File: src/rtl/instr_fetch_unit.sv
// Fetch stage of the 8-bit accumulator CPU.
// Owns the program counter and runs a req/ack read of program memory.
// It latches the returned byte and holds it until the controller consumes it.
// A registered request bit splits FETCH into two phases: an idle cycle
// (req low) and a request phase (req high, waiting for ack).
module instr_fetch_unit #(
  parameter int ADDR_W   = 5,
  parameter int DATA_W   = 8,
  parameter int RESET_PC = 0,
  parameter int TIMEOUT  = 15
) (
  input  logic              clk,
  input  logic              reset,
  output logic [ADDR_W-1:0] mem_addr,
  output logic              mem_rd_req,
  input  logic              mem_rd_ack,
  input  logic [DATA_W-1:0] mem_rdata,
  input  logic              instr_en,
  input  logic              jump_en,
  input  logic [ADDR_W-1:0] jump_addr,
  input  logic              halt,
  output logic [DATA_W-1:0] instruction,
  output logic              instr_valid,
  output logic [ADDR_W-1:0] pc,
  output logic              halted,
  output logic              fetch_err
);

  typedef enum logic [1:0] {S_FETCH, S_HOLD, S_HALT} state_t;

  localparam logic [3:0] OP_HALT = 4'b1111;
  localparam logic [7:0] CNT_LAST = 8'(TIMEOUT - 1);

  state_t     state;
  logic [7:0] cnt;
  logic       timed_out;

  // The address comes straight from pc. pc only moves on ack or jump, and
  // both of those drop the request, so the address is stable while req is high.
  assign mem_addr  = pc;
  assign timed_out = mem_rd_req && !mem_rd_ack && (cnt == CNT_LAST);

  // Fetch state machine. Precedence is: halt, then time-out, then jump,
  // then ack/consume.
  always_ff @(posedge clk or negedge reset) begin
    if (!reset) begin
      state       <= S_FETCH;
      pc          <= ADDR_W'(RESET_PC);
      instruction <= '0;
      cnt         <= '0;
      mem_rd_req  <= 1'b0;
      instr_valid <= 1'b0;
      halted      <= 1'b0;
      fetch_err   <= 1'b0;
    end else begin
      case (state)
        S_FETCH: begin
          if (halt) begin
            state      <= S_HALT;
            mem_rd_req <= 1'b0;
            halted     <= 1'b1;
          end else if (timed_out) begin
            state      <= S_HALT;
            mem_rd_req <= 1'b0;
            halted     <= 1'b1;
            fetch_err  <= 1'b1;
          end else if (jump_en) begin
            // Any byte acked this cycle is dropped. The next cycle is idle.
            pc         <= jump_addr;
            cnt        <= '0;
            mem_rd_req <= 1'b0;
          end else if (!mem_rd_req) begin
            mem_rd_req <= 1'b1;
          end else if (mem_rd_ack) begin
            instruction <= mem_rdata;
            pc          <= pc + 1'b1;
            cnt         <= '0;
            mem_rd_req  <= 1'b0;
            instr_valid <= 1'b1;
            state       <= S_HOLD;
          end else begin
            cnt <= cnt + 1'b1;
          end
        end
        S_HOLD: begin
          if (halt) begin
            state       <= S_HALT;
            instr_valid <= 1'b0;
            halted      <= 1'b1;
          end else if (jump_en) begin
            // A jump also consumes the held byte, so the opcode is not inspected.
            pc          <= jump_addr;
            instr_valid <= 1'b0;
            state       <= S_FETCH;
          end else if (instr_en) begin
            instr_valid <= 1'b0;
            if (instruction[DATA_W-1 -: 4] == OP_HALT) begin
              state  <= S_HALT;
              halted <= 1'b1;
            end else begin
              state      <= S_FETCH;
              mem_rd_req <= 1'b1;
            end
          end
        end
        default: begin
          // HALT is terminal. Only reset leaves it.
          mem_rd_req  <= 1'b0;
          instr_valid <= 1'b0;
          halted      <= 1'b1;
        end
      endcase
    end
  end

endmodule

File: config.mk
export PLATFORM = sky130hd
export DESIGN_NAME = instr_fetch_unit
export DESIGN_NICKNAME = d
export VERILOG_FILES = /design/src/rtl/instr_fetch_unit.sv
export SDC_FILE = /design/constraint.sdc
export NUM_CORES = 1
export LEC_CHECK = 0
export CAP_MARGIN = 0
export CORE_MARGIN = 4
export CORE_UTILIZATION = 30
export CTS_CLUSTER_DIAMETER = 80
export CTS_CLUSTER_SIZE = 14
export DETAILED_ROUTE_END_ITERATION = 10
export MAX_ROUTING_LAYER = met4
export PLACE_DENSITY_LB_ADDON = 0.3
export SYNTH_ARGS = -nofsm -noshare
export SYNTH_HDL_FRONTEND = slang
export SYNTH_SLANG_ARGS = --single-unit
File: constraint.sdc
create_clock -name clk -period 2 [get_ports clk]
set_clock_uncertainty 0.05 [all_clocks]
set_input_delay 0.2 -clock clk [delete_from_list [all_inputs] [get_ports clk]]
set_output_delay 0.2 -clock clk [all_outputs]
set_load 0.02 [all_outputs]
After elaboration in Yosys (flattened, before gate mapping)
Index checks and enable logic that the tools add are counted.
{"block": "totals", "regBits": 27, "latchBits": 0, "ram_bits": 0, "romBits": 0, "in_bits": 19, "output_inout_bits": 22, "word_cells": 97, "memories": 0}
{"block": "classes", "n_addsub": 2, "n_mul": 0, "div": 0, "magnitude_cmp": 0, "n_eq_ne": 23, "n_shift": 0, "n_mux": 47, "n_bitwise": 3, "reduce_logical": 14}
{"cell": "2-to-1 mux 5 bit", "count": 7}
{"cell": "2-to-1 mux 8 bit", "count": 3}
{"cell": "2-to-1 mux 1 bit", "count": 23}
{"cell": "!= test 2 bit (second input constant)", "count": 10}
{"cell": "2-to-1 mux 2 bit", "count": 9}
{"cell": "!= test 3 bit (second input constant)", "count": 6}
{"cell": "!= test 4 bit (second input constant)", "count": 4}
{"cell": "AND reduction 4 bit", "count": 3}
{"cell": "AND reduction 6 bit", "count": 2}
{"cell": "one-hot mux 5 bit (2 select lines)", "count": 1}
{"cell": "adder 8 x 1 -> 8 bit (second input constant)", "count": 1}
{"cell": "equality test 8 x 4 -> 1 bit (second input constant)", "count": 1}
{"cell": "AND reduction 7 bit", "count": 1}
{"cell": "one-hot mux 1 bit (2 select lines)", "count": 3}
{"cell": "adder 5 x 1 -> 5 bit (second input constant)", "count": 1}
{"cell": "AND reduction 5 bit", "count": 1}
{"cell": "equality test 4 bit (second input constant)", "count": 1}
{"cell": "one-hot mux 2 bit (2 select lines)", "count": 1}
{"cell": "nonzero test 2 bit", "count": 2}
{"cell": "inverter 1 bit", "count": 3}
{"cell": "AND reduction 3 bit", "count": 1}
{"cell": "equality test 2 x 1 -> 1 bit (second input constant)", "count": 1}
{"cell": "logical AND 1 bit", "count": 2}
{"cell": "zero test 2 bit", "count": 1}
{"cell": "zero test 1 bit", "count": 1}

Logic depth before layout (Yosys ltp)
Gate-level depths: netlist of the first run.
{"block": "logic_depth", "word_depth": 7, "ltp_mapped": 7, "ltp_nobuf": 6}

Worst setup path after synthesis of the first run
No wires, ideal clock.
{"block": "synth_path", "path_kind": "flip-flop to flip-flop", "start": "register state[1]", "end": "register instruction[0]", "setup_ns": 0.125, "arrival_time_ns": 1.555, "required_time_ns": 1.825, "path_slack_ns": 0.271, "stages_incl_launch_ff": 5, "path_buffers": 1, "synth_period_minus_slack_ns": 1.729, "cell_sequence": "dfrtp_1 or3_1 buf_6 nor3_4 mux2_2"}
{"block": "synth_between", "elab_chain_len": 2}
{"element": "from (decl)", "line": "34", "text": "state_t state;"}
{"element": "from (signal assigned)", "line": "47", "text": "state <= S_FETCH;"}
{"element": "from (signal assigned)", "line": "59", "text": "state <= S_HALT;"}
{"element": "from (signal assigned)", "line": "63", "text": "state <= S_HALT;"}
{"element": "zero test 2 bit", "line": "56", "text": "case (state)"}
{"element": "AND reduction 6 bit (no source line)"}
{"element": "to (signal assigned)", "line": "75", "text": "instruction <= mem_rdata;"}
{"element": "to (decl)", "line": "22", "text": "output logic [DATA_W-1:0] instruction,"}
Every way passes these cells.
A chain may end at the register's enable or synchronous reset.

Worst setup path in the final report of the first run
{"block": "layout_path", "start": "register state[1]", "end": "register instruction[1]"}
The elaborated chain is that of the path after synthesis.

==> results of run 1 <==
-- sequential cells by signal, summed over array words and instances (netlist names) --
register     flops
cnt              8
halted           1
mem_addr         5
fetch_err        1
instruction      8
instr_valid      1
state            2
mem_rd_req       1
-- power breakdown --
group / leakage (nW) / switching (W) / internal (W) / total [W]
combinational: 0.492 / 0.0000968 / 0.000114 / 0.000210
clock: 0.0255 / 0.000177 / 0.000140 / 0.000317
sequential: 0.339 / 0.0000239 / 0.000563 / 0.000587
total: 0.857 / 0.000298 / 0.000817 / 0.00111
-- cell type report --
type	count	area share
Clock buffer	3	0.0195
Clock inverter	1	0.00236
Inverter	3	0.00531
Multi-Input combinational cell	111	0.377
Sequential cell	27	0.318
Tap cell	67	0.0395
Timing Repair Buffer	54	0.238
-- metrics by stage --
step                      utilization  total power (W)  cells  cell area [sq um]
after CTS                       0.436          0.00113    266               2110
after floorplan                     -         0.000700    152               1550
after global routing            0.438          0.00117    266               2120
after global placement          0.426         0.000810    262               2070
after detailed placement        0.426         0.000812    262               2070
final                           0.438          0.00111    266               2120
-- metal layers --
layer | global-route usage | vias up
li1 | - | 654
met3 | 0.0214 | 5
met1 | 0.173 | 636
met2 | 0.210 | 29
met4 | 0.0405 | 0
met5 | - | -
-- synth_stat cells, types with 2 or more instances --
cell type                    n
sky130_fd_sc_hd__nor3b_1     4
sky130_fd_sc_hd__nor3_1      7
sky130_fd_sc_hd__or2_2       3
sky130_fd_sc_hd__mux2_2      8
sky130_fd_sc_hd__a21o_1      2
sky130_fd_sc_hd__o22ai_1     3
sky130_fd_sc_hd__o21ai_1     2
sky130_fd_sc_hd__nand3b_1    2
sky130_fd_sc_hd__dfrtp_1    27
sky130_fd_sc_hd__o31ai_1     2
sky130_fd_sc_hd__and3b_1     2
sky130_fd_sc_hd__o2bb2ai_1   2
sky130_fd_sc_hd__clkbuf_1    4
sky130_fd_sc_hd__nand2_1     7
sky130_fd_sc_hd__nor2_1      6
sky130_fd_sc_hd__a2bb2oi_1   5
sky130_fd_sc_hd__or3_1       2
sky130_fd_sc_hd__buf_4       5
sky130_fd_sc_hd__a21oi_1     5
sky130_fd_sc_hd__inv_1       3
sky130_fd_sc_hd__nor2b_1     2
sky130_fd_sc_hd__nand4_1     4
sky130_fd_sc_hd__nand3_1     3
sky130_fd_sc_hd__o21ai_0     9
sky130_fd_sc_hd__ha_1        3
sky130_fd_sc_hd__a211oi_1    2
sky130_fd_sc_hd__mux2i_1     4
sky130_fd_sc_hd__nand2b_1    5
-- worst max path at each step --
| stage | endpoint | start | cells past startpoint | slack, ns |
|---|---|---|---|---|
| after floorplan | instruction[0] | state[1] | 4 | 0.27 |
| after global placement | mem_addr[1] | cnt[0] | 6 | 0.04 |
| after detailed placement | instruction[5] | halt | 4 | 0.05 |
| after CTS | mem_addr[1] | cnt[0] | 6 | 0.05 |
| after global routing | cnt[4] | cnt[0] | 7 | 0.02 |
| final | instruction[1] | state[1] | 3 | 0.20 |
-- cells by family after synthesis --
kind of cell               count (synthesis)  share of synthesized area
buffers and inverters                     14                     0.0518
adders and majority gates                  3                     0.0243
and+or+nand+nor                           54                      0.218
AOI/OAI and AO/OA                         41                      0.180
xor gates and xnor gates                   1                    0.00566
DFF                                       27                      0.437
muxes                                     12                     0.0841
==> run summary, run 1 <==
For the pin with the worst max-slew slack, the measured transition is 0.461 ns. The critical path is of the flop to flop type. The post-DP HPWL came out at 2840 um. The critical path goes through or3_1 > nor3_4 > mux2_2. After detailed routing, no signal wire sits above met4. Data arrives at the worst endpoint at 1.92 ns. The cell chosen for the clock root is sky130_fd_sc_hd__clkbuf_8. The total area inside the core boundary comes to 4850 sq um. The sink count of the clock tree came out at 27.

In the finished design, the share of the clock period the worst path needs comes to 0.902. The highest cell delay on the worst timing path is 0.46 ns. The detailed-router iteration count before antenna repair is 4. The antenna diode count is 0.

The depth of the CTS H-tree is 1. TritonCTS built the clock tree. Counting flops with an async set or reset pin after synthesis yields a share of 1.00. At the placement stage, the worst setup path has a slack of 0.0538 ns.

The number of nets in the layout came out at 222. The total negative slack for setup checks is 0 ns. The number of standard cells after synthesis is 152. The layout-stage area growth over the synthesis result is 37.2%. For the worst setup path, the data required time is 2.12 ns.

The clock insertion delay at the later pin of the skew report is 0.28 ns. The flip-flop and latch count after synthesis is 27. After detailed routing, the number of remaining DRC violations is 0. STA classifies the critical path startpoint as a flop. The number of global-route vias before repair was 1,367. The final weighted congestion of routability-driven global placement is 0.818.

The footprint of the flip-flops and latches came out at 676 sq um. The total routing resource utilization after global routing is 0.132. The total detailed-routing wirelength is 3750 um. The floorplan die height came out at 79.8 um. The final setup violation count came out at 0.

The mean instance size in the synthesized netlist came out at 10.2 sq um. Setup repair after global routing left no endpoint under its margin. The worst hold path belongs to the class input port to async pin. In this run the critical register-to-register path is launched from state[1]. The fraction of the yosys area taken by sequential cells is 0.437. The longest clock path from root to sink contains 2 buffers. The detailed-route wire length on metal 1 came out at 1740 um. The register-to-register path setup slack came out at 0.20 ns. The highest ir drop seen on vdd came out at 0.000232 V. The total via count after detailed routing came out at 1,324.

The number of gates given a new drive strength after cts is 0. The number of antenna violations at the first check in global routing is 0. The type of destination of the critical path is a flop. The number of enable flip-flop cells after synthesis is 0. The cell family contributing the most delay on the critical path is simple AND/OR/NAND/NOR gates. The fraction of post-synthesis cell area in the top cell type by area is 0.437. By area the synthesized netlist is led by sky130_fd_sc_hd__dfrtp_1 (44%), sky130_fd_sc_hd__mux2_2 (5.8%), sky130_fd_sc_hd__o21ai_0 (2.9%). 41 I/O pins were placed. The power density over the cells is 525 nW/um^2. The met3 wirelength from detailed routing is 120 um. The run finished with clean final reports.

The worst register-to-register path ends at instruction[1]. In this run the horizontal extent of the chip is 79.8 um. The total of max-cap violations came out at 0.

The initial DRC count came out at 66. The primary flip-flop cell chosen by synthesis mapping is sky130_fd_sc_hd__dfrtp_1. The Yosys step of the flow raised 0 warnings. The number of buffers inserted by hold repair at cts is 0. Leaving out fill and tap cells, the most frequent cell in the layout is sky130_fd_sc_hd__clkdlybuf4s50_1. The number of filler instances in the final layout is 482. The remaining antenna violation count came out at 0. The library cells used most frequently in the layout, excluding fill and tap cells, are sky130_fd_sc_hd__clkdlybuf4s50_1 (40), sky130_fd_sc_hd__dfrtp_1 (27), sky130_fd_sc_hd__buf_4 (14). The number of input and output port buffers inserted came out at 40. The worst reg2reg path depth came out at 3. The largest fanout on the critical path came out at 9.

The maximum number of pins on one net before global-route repair came out at 28. The total count of hold-check failures in the final report is 0. The clock transition at the registers of the reported paths is 0.10 ns. The effective utilization at floorplan is 0.319. The headroom to the max-slew limit came out at 0.690. The cell area after technology mapping came out at 1550 sq um. The die area came out at 6370 sq um. The remaining global-route overflow is 0. The number of distinct library cell variants in the gate-level netlist after synthesis came out at 47. The buffer and inverter count on the worst path is 0. The detail-routed via count per cell came out at 4.98.

The row count is 25. The first global-routing pass estimated 6490 um of wire. The CTS buffer count is 3. The static leakage power is 0.857 nW. Timing would allow up to 0.554 GHz. The ratio of cells with drive above 1 in the final layout is 0.156. The number of setup buffers added after CTS is 0. On the final layout, the worst hold slack is 0.240 ns. In the final routed layout, each cell accounts on average for 14.1 um.

The count of pins over their slew limit came to 0. The final worst-path setup slack is 0.196 ns. Detailed routing placed a total of 1830 um of wire on met2.

For this design, the slowest cell found on the critical path is sky130_fd_sc_hd__or3_1. In the final layout, the multi-input gates occupy 800 sq um. The synthesized design spends more area on one cell type than any other, namely sky130_fd_sc_hd__dfrtp_1.

Synthesis produced a netlist with a net count of 174. The smallest clock period supported by the final layout is computed as 1.80 ns.
(Power assumes the default switching activity.)
==> inputs of run 2 (changes only) <==
--- a/config.mk
+++ b/config.mk
@@ -11,6 +11,7 @@
 export CTS_CLUSTER_DIAMETER = 80
 export CTS_CLUSTER_SIZE = 14
 export DETAILED_ROUTE_END_ITERATION = 10
+export HOLD_SLACK_MARGIN = 0.08
 export MAX_ROUTING_LAYER = met4
 export PLACE_DENSITY_LB_ADDON = 0.3
 export SYNTH_ARGS = -nofsm -noshare
==> results of run 2 <==
Final layout, timing and power as in run 1 (identical DEF).
==> inputs of run 3 (changes only) <==
--- a/config.mk
+++ b/config.mk
@@ -5,6 +5,7 @@
 export SDC_FILE = /design/constraint.sdc
 export NUM_CORES = 1
 export LEC_CHECK = 0
+export ABC_CLOCK_PERIOD_IN_PS = 2000
 export CAP_MARGIN = 0
 export CORE_MARGIN = 4
 export CORE_UTILIZATION = 30
@@ -14,6 +15,7 @@
 export HOLD_SLACK_MARGIN = 0.08
 export MAX_ROUTING_LAYER = met4
 export PLACE_DENSITY_LB_ADDON = 0.3
+export SLEW_MARGIN = 20
 export SYNTH_ARGS = -nofsm -noshare
 export SYNTH_HDL_FRONTEND = slang
 export SYNTH_SLANG_ARGS = --single-unit
==> results of run 3 <==
Final layout, timing and power as in run 1 (identical DEF).
